### src/rtl/mips_ctrl_pkg.sv
// Shared types and encodings for the multicycle MIPS control unit:
// state enum, opcode constants, ALU class codes and datapath mux selects.
package mips_ctrl_pkg;

    // Encodings follow the order the states are listed in the control table.
    typedef enum logic [3:0] {
        ST_FETCH  = 4'd0,
        ST_DECODE = 4'd1,
        ST_MEMADR = 4'd2,
        ST_MEMRD  = 4'd3,
        ST_MEMWB  = 4'd4,
        ST_MEMWR  = 4'd5,
        ST_EXEC   = 4'd6,
        ST_ALUWB  = 4'd7,
        ST_BRANCH = 4'd8,
        ST_ADDIEX = 4'd9,
        ST_ADDIWB = 4'd10,
        ST_JUMP   = 4'd11
    } state_t;

    localparam logic [5:0] OP_RTYPE = 6'b000000;
    localparam logic [5:0] OP_LW    = 6'b100011;
    localparam logic [5:0] OP_SW    = 6'b101011;
    localparam logic [5:0] OP_BEQ   = 6'b000100;
    localparam logic [5:0] OP_ADDI  = 6'b001000;
    localparam logic [5:0] OP_J     = 6'b000010;

    localparam logic [1:0] ALU_ADD   = 2'b00;
    localparam logic [1:0] ALU_SUB   = 2'b01;
    localparam logic [1:0] ALU_FUNCT = 2'b10;

    localparam logic [1:0] SRCB_REG   = 2'b00;
    localparam logic [1:0] SRCB_FOUR  = 2'b01;
    localparam logic [1:0] SRCB_IMM   = 2'b10;
    localparam logic [1:0] SRCB_BROFF = 2'b11;

    localparam logic [1:0] PC_ALU    = 2'b00;
    localparam logic [1:0] PC_ALUOUT = 2'b01;
    localparam logic [1:0] PC_JUMP   = 2'b10;

    typedef struct packed {
        logic       iord;
        logic       mem_read;
        logic       mem_write;
        logic       ir_write;
        logic       reg_write;
        logic       reg_dst;
        logic       mem_to_reg;
        logic       alu_src_a;
        logic [1:0] alu_src_b;
        logic [1:0] alu_op;
        logic [1:0] pc_src;
        logic       pc_en;
    } ctrl_t;

    localparam int CTRL_W = $bits(ctrl_t);

    // FETCH mux settings with every write strobe held off; driven during reset.
    function automatic ctrl_t fetch_idle_ctrl();
        ctrl_t c;
        c           = '0;
        c.mem_read  = 1'b1;
        c.alu_src_b = SRCB_FOUR;
        c.alu_op    = ALU_ADD;
        c.pc_src    = PC_ALU;
        return c;
    endfunction

endpackage

### src/rtl/mc_ctrl_decode.sv
// Moore output decoder: maps the current state (plus the mem_ready and zero
// qualifiers) onto the datapath control bus.
module mc_ctrl_decode
    import mips_ctrl_pkg::*;
(
    input  logic [3:0]        state,
    input  logic              mem_ready,
    input  logic              zero,
    output logic [CTRL_W-1:0] ctrl
);

    ctrl_t w_c;

    always_comb begin
        w_c = '0;
        case (state)
            ST_FETCH: begin
                w_c.mem_read  = 1'b1;
                w_c.alu_src_b = SRCB_FOUR;
                w_c.alu_op    = ALU_ADD;
                w_c.pc_src    = PC_ALU;
                // IR and PC only load once the instruction word has arrived.
                w_c.ir_write  = mem_ready;
                w_c.pc_en     = mem_ready;
            end
            ST_DECODE: begin
                w_c.alu_src_b = SRCB_BROFF;
                w_c.alu_op    = ALU_ADD;
            end
            ST_MEMADR, ST_ADDIEX: begin
                w_c.alu_src_a = 1'b1;
                w_c.alu_src_b = SRCB_IMM;
                w_c.alu_op    = ALU_ADD;
            end
            ST_MEMRD: begin
                w_c.mem_read = 1'b1;
                w_c.iord     = 1'b1;
            end
            ST_MEMWB: begin
                w_c.mem_to_reg = 1'b1;
                w_c.reg_write  = 1'b1;
            end
            ST_MEMWR: begin
                w_c.mem_write = 1'b1;
                w_c.iord      = 1'b1;
            end
            ST_EXEC: begin
                w_c.alu_src_a = 1'b1;
                w_c.alu_src_b = SRCB_REG;
                w_c.alu_op    = ALU_FUNCT;
            end
            ST_ALUWB: begin
                w_c.reg_dst   = 1'b1;
                w_c.reg_write = 1'b1;
            end
            ST_BRANCH: begin
                w_c.alu_src_a = 1'b1;
                w_c.alu_src_b = SRCB_REG;
                w_c.alu_op    = ALU_SUB;
                w_c.pc_src    = PC_ALUOUT;
                w_c.pc_en     = zero;
            end
            ST_ADDIWB: begin
                w_c.reg_write = 1'b1;
            end
            ST_JUMP: begin
                w_c.pc_src = PC_JUMP;
                w_c.pc_en  = 1'b1;
            end
            default: w_c = '0;
        endcase
    end

    assign ctrl = w_c;

endmodule

### src/rtl/mc_control.sv
// Multicycle MIPS control FSM: state register and next-state logic, with
// output decoding delegated to mc_ctrl_decode and gated by reset.
module mc_control
    import mips_ctrl_pkg::*;
#(
    parameter int OPW = 6
) (
    input  logic           clk,
    input  logic           rst_n,
    input  logic [OPW-1:0] opcode,
    input  logic           zero,
    input  logic           mem_ready,
    output logic           iord,
    output logic           mem_read,
    output logic           mem_write,
    output logic           ir_write,
    output logic           reg_write,
    output logic           reg_dst,
    output logic           mem_to_reg,
    output logic           alu_src_a,
    output logic [1:0]     alu_src_b,
    output logic [1:0]     alu_op,
    output logic [1:0]     pc_src,
    output logic           pc_en,
    output logic           illegal,
    output logic [3:0]     state
);

    state_t            r_state;
    state_t            w_state_next;
    logic              w_illegal;
    logic [CTRL_W-1:0] w_dec_bus;
    ctrl_t             w_dec;
    ctrl_t             w_out;
    logic              w_illegal_out;
    logic [3:0]        w_state_out;

    always_ff @(posedge clk) begin
        if (!rst_n) begin
            r_state <= ST_FETCH;
        end else begin
            r_state <= w_state_next;
        end
    end

    always_comb begin
        w_state_next = ST_FETCH;
        w_illegal    = 1'b0;
        case (r_state)
            ST_FETCH:  w_state_next = mem_ready ? ST_DECODE : ST_FETCH;
            ST_DECODE: begin
                if (opcode == OPW'(OP_LW) || opcode == OPW'(OP_SW)) begin
                    w_state_next = ST_MEMADR;
                end else if (opcode == OPW'(OP_RTYPE)) begin
                    w_state_next = ST_EXEC;
                end else if (opcode == OPW'(OP_BEQ)) begin
                    w_state_next = ST_BRANCH;
                end else if (opcode == OPW'(OP_ADDI)) begin
                    w_state_next = ST_ADDIEX;
                end else if (opcode == OPW'(OP_J)) begin
                    w_state_next = ST_JUMP;
                end else begin
                    w_state_next = ST_FETCH;
                    w_illegal    = 1'b1;
                end
            end
            // Opcode is re-checked here; anything but LW/SW aborts to FETCH.
            ST_MEMADR: begin
                if (opcode == OPW'(OP_LW)) begin
                    w_state_next = ST_MEMRD;
                end else if (opcode == OPW'(OP_SW)) begin
                    w_state_next = ST_MEMWR;
                end else begin
                    w_state_next = ST_FETCH;
                    w_illegal    = 1'b1;
                end
            end
            ST_MEMRD:  w_state_next = mem_ready ? ST_MEMWB : ST_MEMRD;
            ST_MEMWR:  w_state_next = mem_ready ? ST_FETCH : ST_MEMWR;
            ST_EXEC:   w_state_next = ST_ALUWB;
            ST_ADDIEX: w_state_next = ST_ADDIWB;
            ST_MEMWB, ST_ALUWB, ST_BRANCH, ST_ADDIWB, ST_JUMP:
                       w_state_next = ST_FETCH;
            default: begin
                w_state_next = ST_FETCH;
                w_illegal    = 1'b1;
            end
        endcase
    end

    mc_ctrl_decode u_decode (
        .state     (r_state),
        .mem_ready (mem_ready),
        .zero      (zero),
        .ctrl      (w_dec_bus)
    );

    assign w_dec = ctrl_t'(w_dec_bus);

    // Reset overrides the decoded bus so nothing is written while rst_n is low.
    always_comb begin
        w_out         = w_dec;
        w_illegal_out = w_illegal;
        w_state_out   = r_state;
        if (!rst_n) begin
            w_out         = fetch_idle_ctrl();
            w_illegal_out = 1'b0;
            w_state_out   = ST_FETCH;
        end
    end

    assign iord       = w_out.iord;
    assign mem_read   = w_out.mem_read;
    assign mem_write  = w_out.mem_write;
    assign ir_write   = w_out.ir_write;
    assign reg_write  = w_out.reg_write;
    assign reg_dst    = w_out.reg_dst;
    assign mem_to_reg = w_out.mem_to_reg;
    assign alu_src_a  = w_out.alu_src_a;
    assign alu_src_b  = w_out.alu_src_b;
    assign alu_op     = w_out.alu_op;
    assign pc_src     = w_out.pc_src;
    assign pc_en      = w_out.pc_en;
    assign illegal    = w_illegal_out;
    assign state      = w_state_out;

endmodule

### config.mk
export PLATFORM = sky130hd
export DESIGN_NAME = mc_control
export DESIGN_NICKNAME = d
export VERILOG_FILES = /design/src/rtl/mips_ctrl_pkg.sv /design/src/rtl/mc_ctrl_decode.sv /design/src/rtl/mc_control.sv
export SDC_FILE = /design/constraint.sdc
export NUM_CORES = 1
export LEC_CHECK = 0
export BUFFER_PORTS_ARGS = -buffer_cell sky130_fd_sc_hd__buf_2
export CAP_MARGIN = 20
export CORE_UTILIZATION = 52
export CTS_CLUSTER_DIAMETER = 30
export DETAILED_ROUTE_END_ITERATION = 16
export PLACE_DENSITY = 0.86
export REMOVE_ABC_BUFFERS = 1
export SLEW_MARGIN = 20
export SYNTH_ARGS = -nofsm -noshare
export SYNTH_HDL_FRONTEND = slang
export SYNTH_HIERARCHICAL = 1
export SYNTH_SLANG_ARGS = --single-unit
### constraint.sdc
create_clock -name clk -period 5.1 [get_ports clk]
set_input_delay 1.275 -clock clk [delete_from_list [all_inputs] [get_ports clk]]
set_output_delay 1.275 -clock clk [all_outputs]
set_load 0.02 [all_outputs]
==> flow_summary.yaml <==
clocking:
  cts_setup_buffers: 0
  post_cts.resized_instances: 0
  numCtsBuffers: 3
  clock_tree.buffer_depth: 2
  ctsRootBufferMaster: "sky130_fd_sc_hd__clkbuf_4"
  ctsHtreeMaxLevel: 1
  cts_tree: "yes"
  cts.hold.buffers_added: 0
  clk_latency_ns: 0.24
  path_clk_slew_ns: 0.04
  cts_num_sinks: 4
sta:
  setup_total_negative_slack_ns: 0
  fmaxAchievable_ghz: 0.271
  max-slew-margin-rel_pct: 39.6
  slew_violations: 0
  skew_ns: 0.00362
  timing.final.crit_period_ns: 3.69
  final_number_of_setup_violating_endpoints: 0
  worst-slew-pin-transition_ns: 0.905
  rsz0062_at_grt: "no"
  finalCritPeriodShare_pct: 72.4
  report.final.hold_viol_count: 0
die:
  die_height_um: 41.4
  pin_count: 30
  die_width_um: 41.4
  placement_rows: 13
  coreArea_sq_um: 1370
  initial_core_util_pct: 59.0
  die-area_sq_um: 1710
routing:
  detail_route.vias_per_cell: 5.79
  drtAntennaViolNets: 0
  vias: 817
  route.detailed.drc: 0
  drt-total-wl_mm: 1.81
  wl_per_cell_um: 12.8
  detailedRoute.firstPassIterationCount: 4
  drt_iter0_markers: 20
finish:
  multi_input_combinational_cell_area_sq_um: 631
  layout_commonest_cell: "sky130_fd_sc_hd__buf_2"
  layout_common_cells: "sky130_fd_sc_hd__buf_2, sky130_fd_sc_hd__and2_1, sky130_fd_sc_hd__nor2_1"
  layout_top_registers: "r_state (4)"
  num-fill-cells: 132
  finish.instance_area_sq_um: 908
  design.final.nets: 138
  largest_register_ffs: 4
  antenna-diode-count: 0
  max_flop_register: "r_state"
  share_of_final_layout_standard_cells_stronger_than_drive_strength_1_pct: 32.5
  area.growth.synth_to_final_pct: 12.7
  seq_area_sq_um: 80.1
synthesis:
  yosys_warns: 6
  postSynthCellCount: 105
  synth_enable_flop_cells: 0
  synth_top_flop_cell: "sky130_fd_sc_hd__dfxtp_1"
  synth.distinct_cells: 41
  ys_seq_area_share_pct: 9.94
  ys_seq_elements: 4
  async_reset_ff_share_pct: 0
  synthesis.area_sq_um: 806
  synthesis.area_per_instance_sq_um: 7.67
pwr:
  ir_drop_mv: 0.104
  share_clk_of_total_power_pct: 39.3
  power_per_cell_area_nw_per_um2: 115
  power_frac_comb_pct: 28.4
  seqPwrFrac_pct: 32.4
  p_int_mw: 0.0712
  leakage_nw: 0.407
  p_sw_share_pct: 31.8
  switching_power_mw: 0.0332
setup_path:
  worst_setup_path_start_kind: "input port"
  path_class: "in -> out"
  cp-end-kind: "output pin"
  critPathArrivalTime_ns: 2.42
  timing.critical_path.fanout_max: 5
  ff2ff_path_depth: 4
  regToRegStartpoint: "r_state[2]"
  setup_slack_on_the_worst_flop_to_flop_path_ns: 3.37
  worst_ep_required_time_ns: 3.83
  destination_of_the_worst_register_to_register_timing_path: "r_state[1]"
run:
  max_cap_violations: 0
grt:
  grt_first_pass_wirelength_mm: 2.64
  initial_antenna_violation_count: 0
  globalRoute.totalOverflow: 0
  number_of_global_route_vias_before_repair: 630
  grt_start_max_net_pins: 25
  gr-usage-all-layers_pct: 22.8
placed_design:
  dpl.hpwl_mm: 1.30
  port_buffers: 29
  post_dp_cell_area_sq_um: 886
  place.gp.congestion: 0.864
outcome:
  run_status: "finished, final reports clean"
min_path:
  holdCritStartpoint: "r_state[0]"
  hold-path-endpoint: "r_state[3]"
  min-delay-path-class: "reg -> reg"
  min_delay_path_depth: 2
==> power by group through the flow <==
stage	Sequential [mW]	Clock, mW	Combinational, mW
global route	0.0340	0.0436	0.0327
global placement	0.0342	0	0.0283
CTS	0.0337	0.0405	0.0296
detailed placement	0.0342	0	0.0295
finish	0.0338	0.0410	0.0296
floorplan	0.0337	0	0.0173
==> worst max-delay path by stage <==
stage | from | end | slack [ns] | depth (start not counted)
after floorplan | opcode[5] | illegal | 1.76 | 4
after global placement | opcode[5] | illegal | 1.52 | 6
after detailed placement | opcode[5] | illegal | 1.43 | 6
after CTS | opcode[5] | illegal | 1.41 | 6
after global routing | opcode[5] | illegal | 1.37 | 6
final | opcode[5] | illegal | 1.41 | 6
==> cell type report <==
cell class | count | share of cell area (%)
Multi-Input combinational cell | 87 | 69.4
Timing Repair Buffer | 29 | 16.0
Sequential cell | 4 | 8.82
Clock buffer | 3 | 2.48
Tap cell | 15 | 2.07
Inverter | 3 | 1.24
==> per-stage QoR <==
step / total power [mW] / util, % / cells / setup WS (ns) / hold slack, ns
5_1_grt: 0.110 / 66.5 / 141 / 1.37 / 0.768
4_1_cts: 0.104 / 66.5 / 141 / 1.41 / 0.689
3_3_place_gp: 0.0625 / 64.8 / 138 / 1.52 / 0.681
2_1_floorplan: 0.0510 / - / 94 / 1.76 / 0.600
3_5_place_dp: 0.0638 / 64.8 / 138 / 1.43 / 0.688
6_report: 0.104 / 66.5 / 141 / 1.41 / 0.696
==> cell usage after synthesis, types with 2 or more instances <==
cell type,n,share of area (%)
sky130_fd_sc_hd__clkbuf_1,2,0.93
sky130_fd_sc_hd__dfxtp_1,4,9.9
sky130_fd_sc_hd__nor3_2,2,2.5
sky130_fd_sc_hd__inv_1,3,1.4
sky130_fd_sc_hd__a31oi_1,3,2.3
sky130_fd_sc_hd__nor3b_1,2,1.9
sky130_fd_sc_hd__o31ai_1,4,3.7
sky130_fd_sc_hd__nor2_1,10,4.7
sky130_fd_sc_hd__buf_2,4,2.5
sky130_fd_sc_hd__o21a_1,2,1.9
sky130_fd_sc_hd__a21oi_1,3,1.9
sky130_fd_sc_hd__xnor2_1,2,2.2
sky130_fd_sc_hd__o21ai_0,2,1.2
sky130_fd_sc_hd__nand2b_1,6,4.7
sky130_fd_sc_hd__and2_1,16,12
sky130_fd_sc_hd__buf_6,5,7.0
sky130_fd_sc_hd__nor4b_4,2,5.9
sky130_fd_sc_hd__mux2_1,2,2.8
sky130_fd_sc_hd__xor2_1,2,2.2
sky130_fd_sc_hd__nand3_1,5,3.1
sky130_fd_sc_hd__nand2_1,4,1.9
==> kinds of logic after synthesis <==
family	after synthesis	share of synthesized area, %
and+or+nand+nor	58	48.8
AOI/OAI and AO/OA	22	21.1
buffers and inverters	14	11.8
xor gates and xnor gates	4	4.35
DFF	4	9.94
muxes	3	4.04
==> critical path: stages <==
cell	delay, ns
sky130_fd_sc_hd__buf_2	0.13
sky130_fd_sc_hd__nor3_2	0.24
sky130_fd_sc_hd__nor4b_2	0.33
sky130_fd_sc_hd__nor4bb_1	0.11
sky130_fd_sc_hd__o21a_1	0.19
sky130_fd_sc_hd__buf_2	0.15
==> per-layer routing <==
layer  routed length [um]  track usage [%]  share of wire [%]
met5                    0                0                  0
met4                   28             7.26                1.5
met3                   72             3.72                4.0
met2                  868             39.8                 48
met1                  841             28.1                 46
Note: power is estimated with default switching activity, not from simulation.
